**src/rtl/prince_ti_pkg.sv**
```systemverilog
// Shared constants for the threshold-implementation PRINCE inverse A2 layer:
// the nibble lookup table, the nibble count of a 64-bit state and the FSM states.
package prince_ti_pkg;

  // Number of 4-bit nibbles in one 64-bit share.
  localparam int NIBBLES = 16;

  // Inverse A2 affine layer, entry i at index i (index 15 is written first).
  // The mapping is affine (y = M*x ^ 4'h6), so it commutes with XOR sharing.
  localparam logic [15:0][3:0] A2_INV_LUT = {
    4'hE, 4'hF, 4'hD, 4'hC, 4'h8, 4'h9, 4'hB, 4'hA,
    4'h2, 4'h3, 4'h1, 4'h0, 4'h4, 4'h5, 4'h7, 4'h6
  };

  // Controller states of the serial transformer.
  typedef enum logic [1:0] {
    IDLE = 2'd0,
    RUN  = 2'd1,
    DONE = 2'd2
  } state_t;

endpackage

```
**src/rtl/affine_2_inv_nibble.sv**
```systemverilog
// One nibble of one share through the inverse A2 affine layer (pure combinational).
module affine_2_inv_nibble
  import prince_ti_pkg::*;
(
  input  logic [3:0] x,
  output logic [3:0] y
);

  assign y = A2_INV_LUT[x];

endmodule

```
**src/rtl/affine_2_inv_serial.sv**
```systemverilog
// Serial, share-wise inverse A2 layer for a 3-share PRINCE state.
// LANES nibbles of every share are transformed per cycle while each share
// register rotates right, so after 16/LANES RUN cycles every nibble is back home.
// The three shares never meet in any cone of logic.
module affine_2_inv_serial
  import prince_ti_pkg::*;
#(
  parameter int LANES = 1
) (
  input  logic        clk,
  input  logic        rst,
  input  logic        in_valid,
  output logic        in_ready,
  input  logic [63:0] x1,
  input  logic [63:0] x2,
  input  logic [63:0] x3,
  output logic        out_valid,
  input  logic        out_ready,
  output logic [63:0] y1,
  output logic [63:0] y2,
  output logic [63:0] y3,
  output logic        busy
);

  localparam int N  = NIBBLES / LANES;
  localparam int CW = $clog2(N) + 1;
  localparam int SW = 4 * LANES;

  state_t        state;
  state_t        state_next;
  logic [CW-1:0] cnt;
  logic [63:0]   sh1;
  logic [63:0]   sh2;
  logic [63:0]   sh3;
  logic [SW-1:0] t1;
  logic [SW-1:0] t2;
  logic [SW-1:0] t3;
  logic [63:0]   rot1;
  logic [63:0]   rot2;
  logic [63:0]   rot3;
  logic          run_last;
  logic          accept;

  // One lookup per lane per share on the least-significant nibbles.
  for (genvar l = 0; l < LANES; l++) begin : g_lane
    affine_2_inv_nibble u_s1 (.x(sh1[4*l +: 4]), .y(t1[4*l +: 4]));
    affine_2_inv_nibble u_s2 (.x(sh2[4*l +: 4]), .y(t2[4*l +: 4]));
    affine_2_inv_nibble u_s3 (.x(sh3[4*l +: 4]), .y(t3[4*l +: 4]));
  end

  // Rotate right by SW bits with the transformed nibbles entering at the top.
  if (LANES == NIBBLES) begin : g_rot_full
    assign rot1 = t1;
    assign rot2 = t2;
    assign rot3 = t3;
  end else begin : g_rot_part
    assign rot1 = {t1, sh1[63:SW]};
    assign rot2 = {t2, sh2[63:SW]};
    assign rot3 = {t3, sh3[63:SW]};
  end

  // The counter reaches N after the last transforming cycle; that cycle moves to DONE.
  assign run_last = (cnt == CW'(N));
  assign accept   = (state == IDLE) && in_valid && !rst;

  // Next-state logic of the IDLE/RUN/DONE controller.
  always_comb begin
    state_next = state;
    case (state)
      IDLE: begin
        if (in_valid) begin
          state_next = RUN;
        end else begin
          state_next = IDLE;
        end
      end
      RUN: begin
        if (run_last) begin
          state_next = DONE;
        end else begin
          state_next = RUN;
        end
      end
      DONE: begin
        if (out_ready) begin
          state_next = IDLE;
        end else begin
          state_next = DONE;
        end
      end
      default: state_next = IDLE;
    endcase
  end

  // Controller state register with synchronous reset.
  always_ff @(posedge clk) begin
    if (rst) begin
      state <= IDLE;
    end else begin
      state <= state_next;
    end
  end

  // Share registers and cycle counter: load on accept, transform/rotate in RUN.
  always_ff @(posedge clk) begin
    if (rst) begin
      sh1 <= 64'd0;
      sh2 <= 64'd0;
      sh3 <= 64'd0;
      cnt <= '0;
    end else if (accept) begin
      sh1 <= x1;
      sh2 <= x2;
      sh3 <= x3;
      cnt <= '0;
    end else if ((state == RUN) && !run_last) begin
      sh1 <= rot1;
      sh2 <= rot2;
      sh3 <= rot3;
      cnt <= cnt + CW'(1);
    end
  end

  assign in_ready  = (state == IDLE) && !rst;
  assign out_valid = (state == DONE) && !rst;
  assign busy      = (state != IDLE) && !rst;
  assign y1        = sh1;
  assign y2        = sh2;
  assign y3        = sh3;

endmodule
```
**config.mk**
```make
export PLATFORM = sky130hd
export DESIGN_NAME = affine_2_inv_serial
export DESIGN_NICKNAME = d
export VERILOG_FILES = /design/src/rtl/prince_ti_pkg.sv /design/src/rtl/affine_2_inv_nibble.sv /design/src/rtl/affine_2_inv_serial.sv
export SDC_FILE = /design/constraint.sdc
export NUM_CORES = 1
export LEC_CHECK = 0
export ABC_AREA = 1
export ABC_CLOCK_PERIOD_IN_PS = 2800
export BUFFER_PORTS_ARGS = -buffer_cell sky130_fd_sc_hd__buf_2
export CAP_MARGIN = 25
export CELL_PAD_IN_SITES_DETAIL_PLACEMENT = 0
export CELL_PAD_IN_SITES_GLOBAL_PLACEMENT = 1
export CORE_UTILIZATION = 35
export DETAILED_ROUTE_END_ITERATION = 16
export HOLD_SLACK_MARGIN = 0.06
export PLACE_DENSITY_LB_ADDON = 0.2
export SLEW_MARGIN = 20
export SYNTH_ARGS = -nofsm -noshare
export SYNTH_HDL_FRONTEND = slang
export SYNTH_SLANG_ARGS = --single-unit
```
**constraint.sdc**
```tcl
create_clock -name clk -period 2.8 [get_ports clk]
set_clock_uncertainty 0.15 [all_clocks]
set_input_delay 0 -clock clk [delete_from_list [all_inputs] [get_ports clk]]
set_output_delay 0 -clock clk [all_outputs]
set_load 0.01 [all_outputs]
```
Word level (Yosys, flattened, before mapping)

Memory sizes are Yosys's and may differ from the RTL's. A register that Yosys moved wholly into a read port is not among the register bits.
Cells that the tools add are included.

Bits in registers: 199
Bits in read-only memories: 192
Input port bits: 196
Output and inout bits: 195
Memories kept: 3

Memories:

| memory           | depth | width | read ports | clocked after memory_dff | write ports | line                     | RTL |
|---|---|---|---|---|---|---|---|
| (name not given) | 16    | 4     | 1          | 1                        | 0           | affine_2_inv_nibble.sv:9 | `assign y = A2_INV_LUT[x];` |
| (name not given) | 16    | 4     | 1          | 1                        | 0           | affine_2_inv_nibble.sv:9 |  |
| (name not given) | 16    | 4     | 1          | 1                        | 0           | affine_2_inv_nibble.sv:9 |  |

Add/subtract/negate cells: 1
$lt $le $gt $ge: 3
Equality and inequality tests: 3
Muxes and demuxes: 19
Reduce and logical (&&, ||, !) cells: 12

Operators by type and width:

| operator              | number |
|---|---|
| $mux W64              | 6 |
| $mux W4               | 9 |
| $lt A4 B5 Y1 const B  | 3 |
| $logic_and A1 B1 Y1   | 6 |
| $pmux W2 S3           | 1 |
| $add A5 B1 Y5 const B | 1 |
| $eq A5 B5 Y1 const B  | 1 |
| $mux W2               | 2 |
| $reduce_bool A2 Y1    | 2 |
| $eq A2 B1 Y1 const B  | 1 |
| $eq A2 B2 Y1 const B  | 1 |
| $logic_not A1 Y1      | 2 |
| $logic_not A2 Y1      | 1 |
| $reduce_or A2 Y1      | 1 |
| $mux W1               | 1 |

Logic depth before layout (Yosys ltp)

Gate-level depths: netlist of the first run.

Word-level depth: 7
Depth in mapped cells: 13
Depth with buffers taken out: 12

Modules after synthesis

A second synthesis of the first run with hierarchy kept.

Cells, all modules: 1631
Area total of the unflattened synthesis: 10540.1 um2

By module, submodules not included:

| module              | times used | cells each | area each (um2) | seq. area each (um2) |
|---|---|---|---|---|
| affine_2_inv_serial | 1          | 1589       | 10371.2         | 3983.8 |
| affine_2_inv_nibble | 3          | 14         | 56.3            | 0.0 |

Least setup slack after synthesis of the first run

No wires, ideal clock.

Kind: register to register
From: register cnt[0]
To: register sh2[44] (netlist: y2[44])
Setup time: 0.132 ns
Data arrival time: 1.432 ns
Required time: 2.518 ns
Setup slack: 1.086 ns
Stages on the path, launching flop included: 13
Cell sequence: dfxtp_1 inv_1 ha_1 nand2_1 inv_1 nand2_1 nand2_1 nand2_1 inv_2 buf_4 buf_2 nand2_1 a31oi_1

Cells in the longest elaborated chain, start to end: 4

Ends and longest elaborated chain:

| item                         | line                       | RTL |
|---|---|---|
| start, declared              | affine_2_inv_serial.sv:31  | `logic [CW-1:0] cnt;` |
| start signal, assigned       | affine_2_inv_serial.sv:120 | `cnt <= cnt + CW'(1);` |
| $eq A5 B5 Y1                 | affine_2_inv_serial.sv:63  | `assign run_last = (cnt == CW'(N));` |
| $logic_not A1 Y1             | affine_2_inv_serial.sv:116 | `end else if ((state == RUN) && !run_last) begin` |
| $logic_and A1 B1 Y1          | affine_2_inv_serial.sv:116 |  |
| $reduce_bool A2 Y1 (no line) | --                         |  |
| end signal, assigned         | affine_2_inv_serial.sv:118 | `sh2 <= rot2;` |
| end, declared                | affine_2_inv_serial.sv:33  | `logic [63:0] sh2;` |

Every way passes these cells.
A chain may end at the register's enable or synchronous reset.

Final worst setup path of the first run

From: register cnt[0]
To: register sh3[47] (netlist: y3[47])

Cells in the longest elaborated chain, start to end: 4

Ends and longest elaborated chain:

| item                         | line                       | RTL |
|---|---|---|
| $eq A5 B5 Y1                 | affine_2_inv_serial.sv:63  |  |
| $logic_not A1 Y1             | affine_2_inv_serial.sv:116 |  |
| $logic_and A1 B1 Y1          | affine_2_inv_serial.sv:116 |  |
| $reduce_bool A2 Y1 (no line) | --                         |  |
| end signal, assigned         | affine_2_inv_serial.sv:119 | `sh3 <= rot3;` |
| end, declared                | affine_2_inv_serial.sv:34  | `logic [63:0] sh3;` |

Every way passes these cells.

==> results of run 1 <==
## state kept, by name (all words and copies together), names as in the netlist
name           cells
g_lane.u_s2.y      4
state              2
y1                64
g_lane.u_s1.y      4
y3                64
cnt                5
y2                64
g_lane.u_s3.y      4
## kinds of logic (layout without fill, tap and decap cells)
| group | count (synthesis) | in the layout | synth area share [%] |
|---|---|---|---|
| xor+xnor | 2 | 2 | 0.199 |
| flops | 211 | 211 | 47.9 |
| compound gates | 193 | 193 | 13.6 |
| simple gates | 711 | 711 | 31.4 |
| buf+inv | 133 | 723 | 6.57 |
| fa+ha+maj | 2 | 2 | 0.284 |
## cells in the final DEF, fill, tap and decap left out
master | synthesis | final
bufinv_16 | 0 | 2
clkinvlp_4 | 0 | 1
buf_2 | 43 | 389
clkbuf_16 | 0 | 25
nand2_4 | 0 | 1
nand3b_1 | 4 | 4
o211ai_1 | 3 | 3
buf_12 | 0 | 9
clkbuf_1 | 38 | 2
buf_4 | 7 | 12
nand2_2 | 0 | 1
buf_6 | 0 | 1
ha_1 | 2 | 2
nand2_1 | 628 | 626
o21ai_0 | 2 | 2
clkinv_1 | 1 | 1
nor2_4 | 1 | 1
clkinv_8 | 0 | 2
dlygate4sd3_1 | 0 | 223
o21a_1 | 3 | 3
nand3_2 | 1 | 1
nand4_1 | 16 | 16
clkinv_2 | 0 | 8
clkbuf_8 | 0 | 7
inv_1 | 37 | 37
xnor2_1 | 2 | 2
a31oi_1 | 177 | 177
a21oi_1 | 8 | 8
nand3_1 | 24 | 24
dfxtp_1 | 211 | 211
nor3_1 | 1 | 1
nor2_1 | 35 | 35
inv_6 | 0 | 2
inv_2 | 5 | 2
or2_2 | 1 | 1
## worst reg2reg max path, stage by stage, from the launching register on
cell and delay (ps):
dfxtp_1 370, inv_1 80, ha_1 200, nand2_1 60, inv_1 50, nand2_1 70, nand2_2 150, nand2_4 200
clkinv_8 180, buf_12 250, nand2_1 80, a31oi_1 60, dlygate4sd3_1 590
## routing by layer
metal	wire length [um]	global-route usage (%)	up-vias
met4	1050	8.62	0
met2	16000	41.8	416
li1	-	-	5256
met5	0	0	-
met1	15200	33.5	4866
met3	2210	3.56	79
## area by class of cell
cell class / instances / area (um2) / share of cell area [%]
clock buffers: 34 / 729 / 5.15
well taps: 324 / 405 / 2.86
flip-flops and latches: 211 / 4220 / 29.8
multi-input cells: 908 / 4030 / 28.4
repair buffers: 634 / 4460 / 31.5
clock inverters: 11 / 108 / 0.760
repair inverters: 1 / 8.76 / 0.0619
inverters: 43 / 191 / 1.35
## worst paths after layout
path	from	endpoint	slack [ps]
worst min register to register	g_lane[0].u_s3.y[1]	y3[61]	330
worst max register to register	cnt[0]	y3[47]	210
worst min-delay path	x1[60]	y1[60]	150
worst max-delay path	cnt[0]	y3[47]	210
## power by group
group,internal (uW),switching [uW],total [uW]
Clock,2000,1290,3290
Combinational,669,789,1460
Sequential,3210,157,3370
## repair_timing
| item | CTS | global route |
|---|---|---|
| setup endpoints to repair | 0 | 14 |
| gates resized for setup | 0 | 12 |
| hold buffers | 223 | 0 |
| hold endpoints to repair | 206 | 0 |
## per-stage QoR
step                      hold WS (ps)  util, %  total power (uW)  instance area, um2
after CTS                          135     57.5              8180               14100
after global routing               165     57.7              8470               14200
final                              152     57.7              8120               14200
after detailed placement           130     45.0              4620               11000
after global placement             124     45.0              4620               11000
after floorplan                   16.4        -              4060                8820
==> run summary, run 1 <==
RSZ-0062 raised after global routing - false
Fin cells - 2166
Worst slack, placed - 483 ps
Final Hold Vio Count - 0
Grt ovf - 0
Slew @ Worst Pin - 989 ps
First-pass GRT wire length - 53000 um
Final setup margin - 207 ps
Clock Latency Late Sink - 510 ps
Critical-path cell list - inv_1 -> ha_1 -> nand2_1 -> inv_1 -> nand2_1 -> nand2_2 -> nand2_4 -> clkinv_8 -> buf_12 -> nand2_1 -> a31oi_1 -> dlygate4sd3_1
Final ANT Viol Nets - 0
Vias - 10600
Worst vdd ir - 355 uV
CP top delay family - buffers and inverters
Initial core utilization - 35.9%
Post-synth top area cell - dfxtp_1
Pin count of the biggest net entering global routing - 187
Synth Instances - 1252
Dpl cells - 1897
Synth cell count leaders - nand2_1 (628), dfxtp_1 (211), a31oi_1 (177), buf_2 (43), clkbuf_1 (38)
Worst-path fanout max - 31
TritonCTS clock tree - yes
WP buf/inv - 5
Antenna cell count - 0
Clock transition at path regs - 60 ps
Die area - 25800 um2
IO Pins - 391
Hold Crit Class - input port to register
Mean post-synth cell area - 7.04 um2
Core area - 24500 um2
R2R depth - 12
Fillers - 2408
Max-slew violation count - 0
Slew margin rel. - 34.1%
FF+latch count, synth - 211
Startpoint types - register
Setup Crit Path Kind - register to register
Power Density - 574 nW/um2
Setup Viol. Count Final - 0
P&R area growth vs syn - 60.5%
Initial DRT Pass Iterations - 7
Critical path endpoint category - register
Fin crit period - 2590 ps
Number of cells on the critical path - 12
Period Utilization, post-route - 92.6%
First-iteration detailed-routing DRC count - 854
Required time of the critical path - 3050 ps
TritonCTS Buffers - 25
Top-count cell post-synth - nand2_1
Avg WL per Cell - 15.9 um
Fmax - 0.386 GHz
H-tree depth - 1
Status - finished clean
Post-synth net total - 1450
Setup TNS - 0 ps
Cell variety after synth - 24
Max clock buf depth - 3
Residual DRC count - 0
Yosys top cell area share - 47.9%
# rows - 57
Synth area leaders - dfxtp_1 (48%), nand2_1 (27%), a31oi_1 (13%)
Gpl congestion - 0.857
Chip Width - 161 um
Max stage delay on crit path - 590 ps
Syn. warnings - 0
Port Buffers - 390
LEAKAGE - 0.00629 uW
Post-CTS setup buffer count - 0
Cell repeated most along the worst path - nand2_1
Hpwl dp - 22200 um
Sequential-to-total area share from yosys stat - 47.9%
Worst EP arrival - 2840 ps
Initial antenna violation count - 0
Hold path depth - 4
Clock root cell - clkbuf_16
Layout cell share with drive strength beyond 1 - 25.2%
Vias per cell - 4.90
Max cap viols - 0
Main synth FF type - dfxtp_1
Drt total wl - 34500 um
Sink Count - 211
Die Ht - 161 um
Worst-path cell with the longest stage delay - dlygate4sd3_1
Vias in the first global route - 9963
Post-Syn Area - 8820 um2
Fraction of registers with async set/reset - 0%
Nets - 2022
GR Util All Layers - 25.2%
Post-synth EDFFs - 0
Note: power is estimated with default switching activity, not from simulation.
==> run 2: changes to the inputs <==
CORE_UTILIZATION = 30   (was 35)
==> run summary, run 2 (synthesis gave the netlist of run 1 again) <==
Status - finished clean (unchanged)
Die Ht - 173 um (was 161 um)
Slew margin rel. - 37.8% (was 34.1%)
Drt total wl - 36500 um (was 34500 um)
Commonest non-fill, non-tap cell in the layout - nand2_1 (unchanged)
Clock transition at path regs - 60 ps (about the same)
Die area - 30100 um2 (was 25800 um2)
Initial antenna violation count - 1 (was 0)
Worst EP arrival - 2920 ps (was 2840 ps)
Worst vdd ir - 410 uV (was 355 uV)
First-pass GRT wire length - 56300 um (was 53000 um)
# rows - 62 (was 57)
Layout cell share with drive strength beyond 1 - 24.5% (was 25.2%)
Initial DRT Pass Iterations - 5 (was 7)
Sequential share of power - 41.3% (was 41.5%)
Vias per cell - 4.76 (was 4.90)
Chip Width - 173 um (was 161 um)
Net switching power - 2300 uW (was 2240 uW)
RSZ-0062 raised after global routing - false (unchanged)
Clock network fraction of total power - 40.2% (was 40.5%)
H-tree depth - 1 (unchanged)
Residual DRC count - 0 (unchanged)
Hpwl dp - 23100 um (was 22200 um)
Fin crit period - 2600 ps (was 2590 ps)
Power Density - 565 nW/um2 (was 574 nW/um2)
Nets - 2047 (was 2022)
TritonCTS clock tree - yes (unchanged)
GR Util All Layers - 23.0% (was 25.2%)
Port Buffers - 390 (unchanged)
Critical path endpoint category - register (unchanged)
Gpl congestion - 0.810 (was 0.857)
Final Hold Vio Count - 0 (unchanged)
IO Pins - 391 (unchanged)
Worst-path fanout max - 38 (was 31)
Final Power - 8200 uW (was 8120 uW)
Avg WL per Cell - 16.2 um (was 15.9 um)
Required time of the critical path - 3110 ps (was 3050 ps)
Vias in the first global route - 10200 (was 9963)
Metal1 wirelength - 16500 um (was 15200 um)
Setup TNS - 0 ps (unchanged)
Clock root cell - clkbuf_16 (unchanged)
Clock Latency Late Sink - 520 ps (was 510 ps)
Fmax - 0.384 GHz (was 0.386 GHz)
Hold Crit Class - input port to register (unchanged)
Pin count of the biggest net entering global routing - 187 (unchanged)
Slew @ Worst Pin - 934 ps (was 989 ps)
Setup Crit Path Kind - register to register (unchanged)
Core area - 28800 um2 (was 24500 um2)
Fin area - 14500 um2 (was 14200 um2)
Final ANT Viol Nets - 0 (unchanged)
DR top layer - met4 (unchanged)
TritonCTS Buffers - 25 (unchanged)
Initial core utilization - 30.6% (was 35.9%)
Most frequent cells in the layout - nand2_1 (626), buf_2 (389), dlygate4sd3_1 (251) (was nand2_1 (626), buf_2 (389), dlygate4sd3_1 (223))
Sink Count - 211 (unchanged)
Fin util - 50.4% (was 57.7%)
Vias - 10700 (was 10600)
Period Utilization, post-route - 92.9% (was 92.6%)
Sw Ratio - 28.0% (was 27.6%)
P&R area growth vs syn - 64.6% (was 60.5%)
Logic pwr share - 18.5% (was 18.0%)
First-iteration detailed-routing DRC count - 774 (was 854)
Max clock buf depth - 3 (unchanged)
Startpoint types - register (unchanged)
LEAKAGE - 0.00643 uW (was 0.00629 uW)
Max-slew violation count - 0 (unchanged)
Met3 routed wirelength - 1800 um (was 2210 um)
Max cap viols - 0 (unchanged)
Routed wl met2 - 17300 um (was 16000 um)
Setup Viol. Count Final - 0 (unchanged)
Post-DP Area - 11100 um2 (was 11000 um2)
P_int - 5900 uW (was 5880 uW)
Fillers - 2888 (was 2408)
Grt ovf - 0 (unchanged)
-- run 2: changes by cell type in the layout (fill, tap and decap cells not counted), moves of 2 or more --
cell and delta:
buf_4 -4, clkbuf_1 +4, clkbuf_8 +2, clkinv_2 -7, clkinv_8 -2, dlygate4sd3_1 +28
-- run 2: repair_timing --
| item | 4_1_cts | 5_1_grt |
|---|---|---|
| buffers inserted | 0 | 0 |
| setup endpoints to repair | 0 | 36 |
| hold buffers | 251 | 0 |
| resized for setup | 0 | 13 |
| endpoints found under the hold margin | 206 | 0 |
-- run 2: routing by layer --
| layer | vias up | global-route usage [%] |
|---|---|---|
| li1 | 5309 | - |
| met1 | 5036 | 31.6 |
| met2 | 319 | 37.8 |
| met3 | 56 | 3.31 |
| met4 | 0 | 5.94 |
| met5 | - | 0 |
-- run 2: worst max-delay path: stages (launching register included) --
cell           delay, ps
dfxtp_1              370
inv_1                 80
ha_1                 200
nand2_1               60
inv_1                 50
nand2_1               60
nand2_2              110
buf_4                200
inv_8                170
buf_16               220
nand2_1               90
a31oi_1              170
dlygate4sd3_1        570
-- run 2: path summary, 6_finish.rpt --
check / start / to / slack [ps] / depth (start not counted)
worst max-delay path: cnt[0] / y3[16] / 200 / 12
worst min-delay path: x1[56] / y1[56] / 150 / 4
worst min register to register: g_lane[0].u_s3.y[1] / y3[61] / 340 / 2
worst max register to register: cnt[0] / y3[16] / 200 / 12
-- run 2: power groups by stage --
stage / Clock, uW / Combinational [uW] / Sequential (uW)
4_1_cts: 3380 / 1480 / 3380
2_1_floorplan: 0 / 580 / 3480
6_report: 3300 / 1520 / 3380
5_1_grt: 3500 / 1660 / 3410
3_5_place_dp: 0 / 1180 / 3440
3_3_place_gp: 0 / 1180 / 3450
-- run 2: per-stage QoR --
step	worst slack [ps]	cells	hold slack, ps
4_1_cts	12.7	2249	123
3_3_place_gp	553	1953	117
6_report	198	2252	148
2_1_floorplan	1090	1252	16.4
5_1_grt	18.6	2252	142
3_5_place_dp	513	1953	121
-- run 2: final cells by class --
class,count,area (um2),share of cell area (%)
clock buffer,40,772,5.32
inverter,43,198,1.36
timing repair inverter,1,8.76,0.0603
antenna,1,2.50,0.0172
tap,384,480,3.31
clock inverter,5,58.8,0.405
sequential,211,4220,29.1
timing repair buffer,659,4740,32.7
multi-input combinational,908,4030,27.8
==> run 3: changes to the inputs <==
ABC_CLOCK_PERIOD_IN_PS = 2300   (was 2800)
CORE_UTILIZATION = 29   (was 30)
clock period = 2.3 ns   (was 2.8 ns; I/O delays follow)
==> run summary, run 3 (synthesis gave the netlist of run 1 again) <==
Routed wl met2 - 16600 um (was 17300 um)
Critical path endpoint category - register (unchanged)
TritonCTS Buffers - 26 (was 25)
Sequential share of power - 42.2% (was 41.3%)
Die area - 31100 um2 (was 30100 um2)
Metal1 wirelength - 16600 um (was 16500 um)
Vias in the first global route - 10000 (was 10200)
Vias - 10500 (was 10700)
# rows - 63 (was 62)
Setup TNS - 0 ps (unchanged)
Clock transition at path regs - 60 ps (about the same)
TritonCTS clock tree - yes (unchanged)
Vias per cell - 4.70 (was 4.76)
Initial DRT Pass Iterations - 5 (unchanged)
Final setup margin - 121 ps (was 198 ps)
Chip Width - 176 um (was 173 um)
IO Pins - 391 (unchanged)
Worst Setup EP - g_lane[0].u_s1.y[0] (was y3[16])
Setup Crit Path Kind - register to register (unchanged)
Sw Ratio - 28.2% (was 28.0%)
Max clock buf depth - 3 (unchanged)
First-iteration detailed-routing DRC count - 646 (was 774)
Core area - 29800 um2 (was 28800 um2)
H-tree depth - 1 (unchanged)
Residual DRC count - 0 (unchanged)
Slew @ Worst Pin - 1110 ps (was 934 ps)
Clock Latency Late Sink - 520 ps (about the same)
Pin count of the biggest net entering global routing - 187 (unchanged)
Grt ovf - 0 (unchanged)
Max-slew violation count - 0 (unchanged)
First-pass GRT wire length - 54700 um (was 56300 um)
Fin crit period - 2180 ps (was 2600 ps)
LEAKAGE - 0.00620 uW (was 0.00643 uW)
CP startpoint - state[1] (was cnt[0])
Final Power - 9750 uW (was 8200 uW)
GR Util All Layers - 21.9% (was 23.0%)
Logic pwr share - 18.3% (was 18.5%)
Flop2flop setup slack - 120 ps (was 200 ps)
Clock root cell - clkbuf_16 (unchanged)
Required time of the critical path - 2550 ps (was 3110 ps)
Worst vdd ir - 528 uV (was 410 uV)
Fin util - 47.8% (was 50.4%)
Gpl congestion - 0.831 (was 0.810)
Slew margin rel. - 26.0% (was 37.8%)
Nets - 2026 (was 2047)
Clock network fraction of total power - 39.6% (was 40.2%)
Die Ht - 176 um (was 173 um)
Initial core utilization - 29.6% (was 30.6%)
Most frequent cells in the layout - nand2_1 (626), buf_2 (389), dlygate4sd3_1 (225) (was nand2_1 (626), buf_2 (389), dlygate4sd3_1 (251))
Commonest non-fill, non-tap cell in the layout - nand2_1 (unchanged)
P&R area growth vs syn - 61.4% (was 64.6%)
Worst-path fanout max - 18 (was 38)
Sink Count - 211 (unchanged)
FF-to-FF Start - state[1] (was cnt[0])
Final Hold Vio Count - 0 (unchanged)
Hold Crit Class - input port to register (unchanged)
Fin cells - 2236 (was 2252)
FF-to-FF End - g_lane[0].u_s1.y[0] (was y3[16])
Port Buffers - 390 (unchanged)
Worst EP arrival - 2430 ps (was 2920 ps)
Post-CTS setup buffer count - 0 (unchanged)
Drt total wl - 36000 um (was 36500 um)
Avg WL per Cell - 16.1 um (was 16.2 um)
Initial antenna violation count - 1 (unchanged)
R2R depth - 9 (was 12)
P_int - 7000 uW (was 5900 uW)
Dpl cells - 1965 (was 1953)
Fillers - 3119 (was 2888)
Fmax - 0.459 GHz (was 0.384 GHz)
Power Density - 685 nW/um2 (was 565 nW/um2)
Status - finished clean (unchanged)
Hold path start - x3[32] (was x1[56])
Hpwl dp - 23500 um (was 23100 um)
Met3 routed wirelength - 1800 um (about the same)
Setup Viol. Count Final - 0 (unchanged)
DR top layer - met4 (unchanged)
Worst slack, placed - 201 ps (was 513 ps)
Layout cell share with drive strength beyond 1 - 24.8% (was 24.5%)
RSZ-0062 raised after global routing - false (unchanged)
Max cap viols - 0 (unchanged)
Startpoint types - register (unchanged)
Period Utilization, post-route - 94.8% (was 92.9%)
Final ANT Viol Nets - 0 (unchanged)
Net switching power - 2750 uW (was 2300 uW)
==> run 3: cell count changes in the layout (fill, tap and decap cells not counted), moves of 2 or more <==
cell           before  now
buf_4               8   12
bufinv_16           2    0
clkinvlp_4          2    0
dlygate4sd3_1     251  225
clkbuf_1            6   10
clkbuf_8            9    4
clkinv_2            1    4
==> run 3: worst min-delay path by stage <==
stage / cells past startpoint / slack, ps / to
CTS: 4 / 130 / y3[30]
floorplan: 2 / 20 / y1[48]
global route: 4 / 140 / y1[58]
global placement: 3 / 120 / y2[54]
finish: 4 / 150 / y3[32]
detailed placement: 3 / 130 / y3[51]
==> run 3: timing repair <==
action / in CTS / in global routing
hold buffers: 225 / 0
hold endpoints to repair: 206 / 0
resized for setup: 0 / 5
endpoints found under the setup margin: 0 / 36
==> run 3: worst max-delay path, stage by stage (launching register included) <==
cell           delay [ps]
dfxtp_1               350
nor2_4                130
buf_4                 230
nand2_2               140
o21a_1                220
dlygate4sd3_1         570
nand2_1                60
nor2_1                 60
nand2_1                70
nand2_1                70
==> run 3: area by class of cell <==
cell class / count / area (um2) / share of cell area [%]
tap: 390 / 488 / 3.43
clock inverter: 4 / 20.0 / 0.141
timing repair buffer: 638 / 4540 / 31.9
multi-input combinational: 908 / 4020 / 28.3
sequential: 211 / 4220 / 29.7
clock buffer: 41 / 768 / 5.40
inverter: 43 / 174 / 1.22
antenna: 1 / 2.50 / 0.0176
==> run 3: power groups by stage <==
stage / sequential (uW) / clock, uW / combinational (uW)
6_report: 4110 / 3860 / 1780
2_1_floorplan: 4240 / 0 / 707
4_1_cts: 4110 / 3970 / 1780
3_3_place_gp: 4190 / 0 / 1460
5_1_grt: 4140 / 4120 / 1950
3_5_place_dp: 4190 / 0 / 1470
==> run 3: through the flow <==
stage          hold WS (ps)  area (um2)
2_1_floorplan          16.4        8820
3_3_place_gp            124       11200
3_5_place_dp            130       11200
4_1_cts                 126       14200
5_1_grt                 140       14200
6_report                151       14200
==> run 3: metal layers <==
metal  vias up  GRT usage [%]
met2       339           35.2
li1       5261              -
met3        61           3.36
met5         -              0
met4         0           7.04
met1      4858           29.9
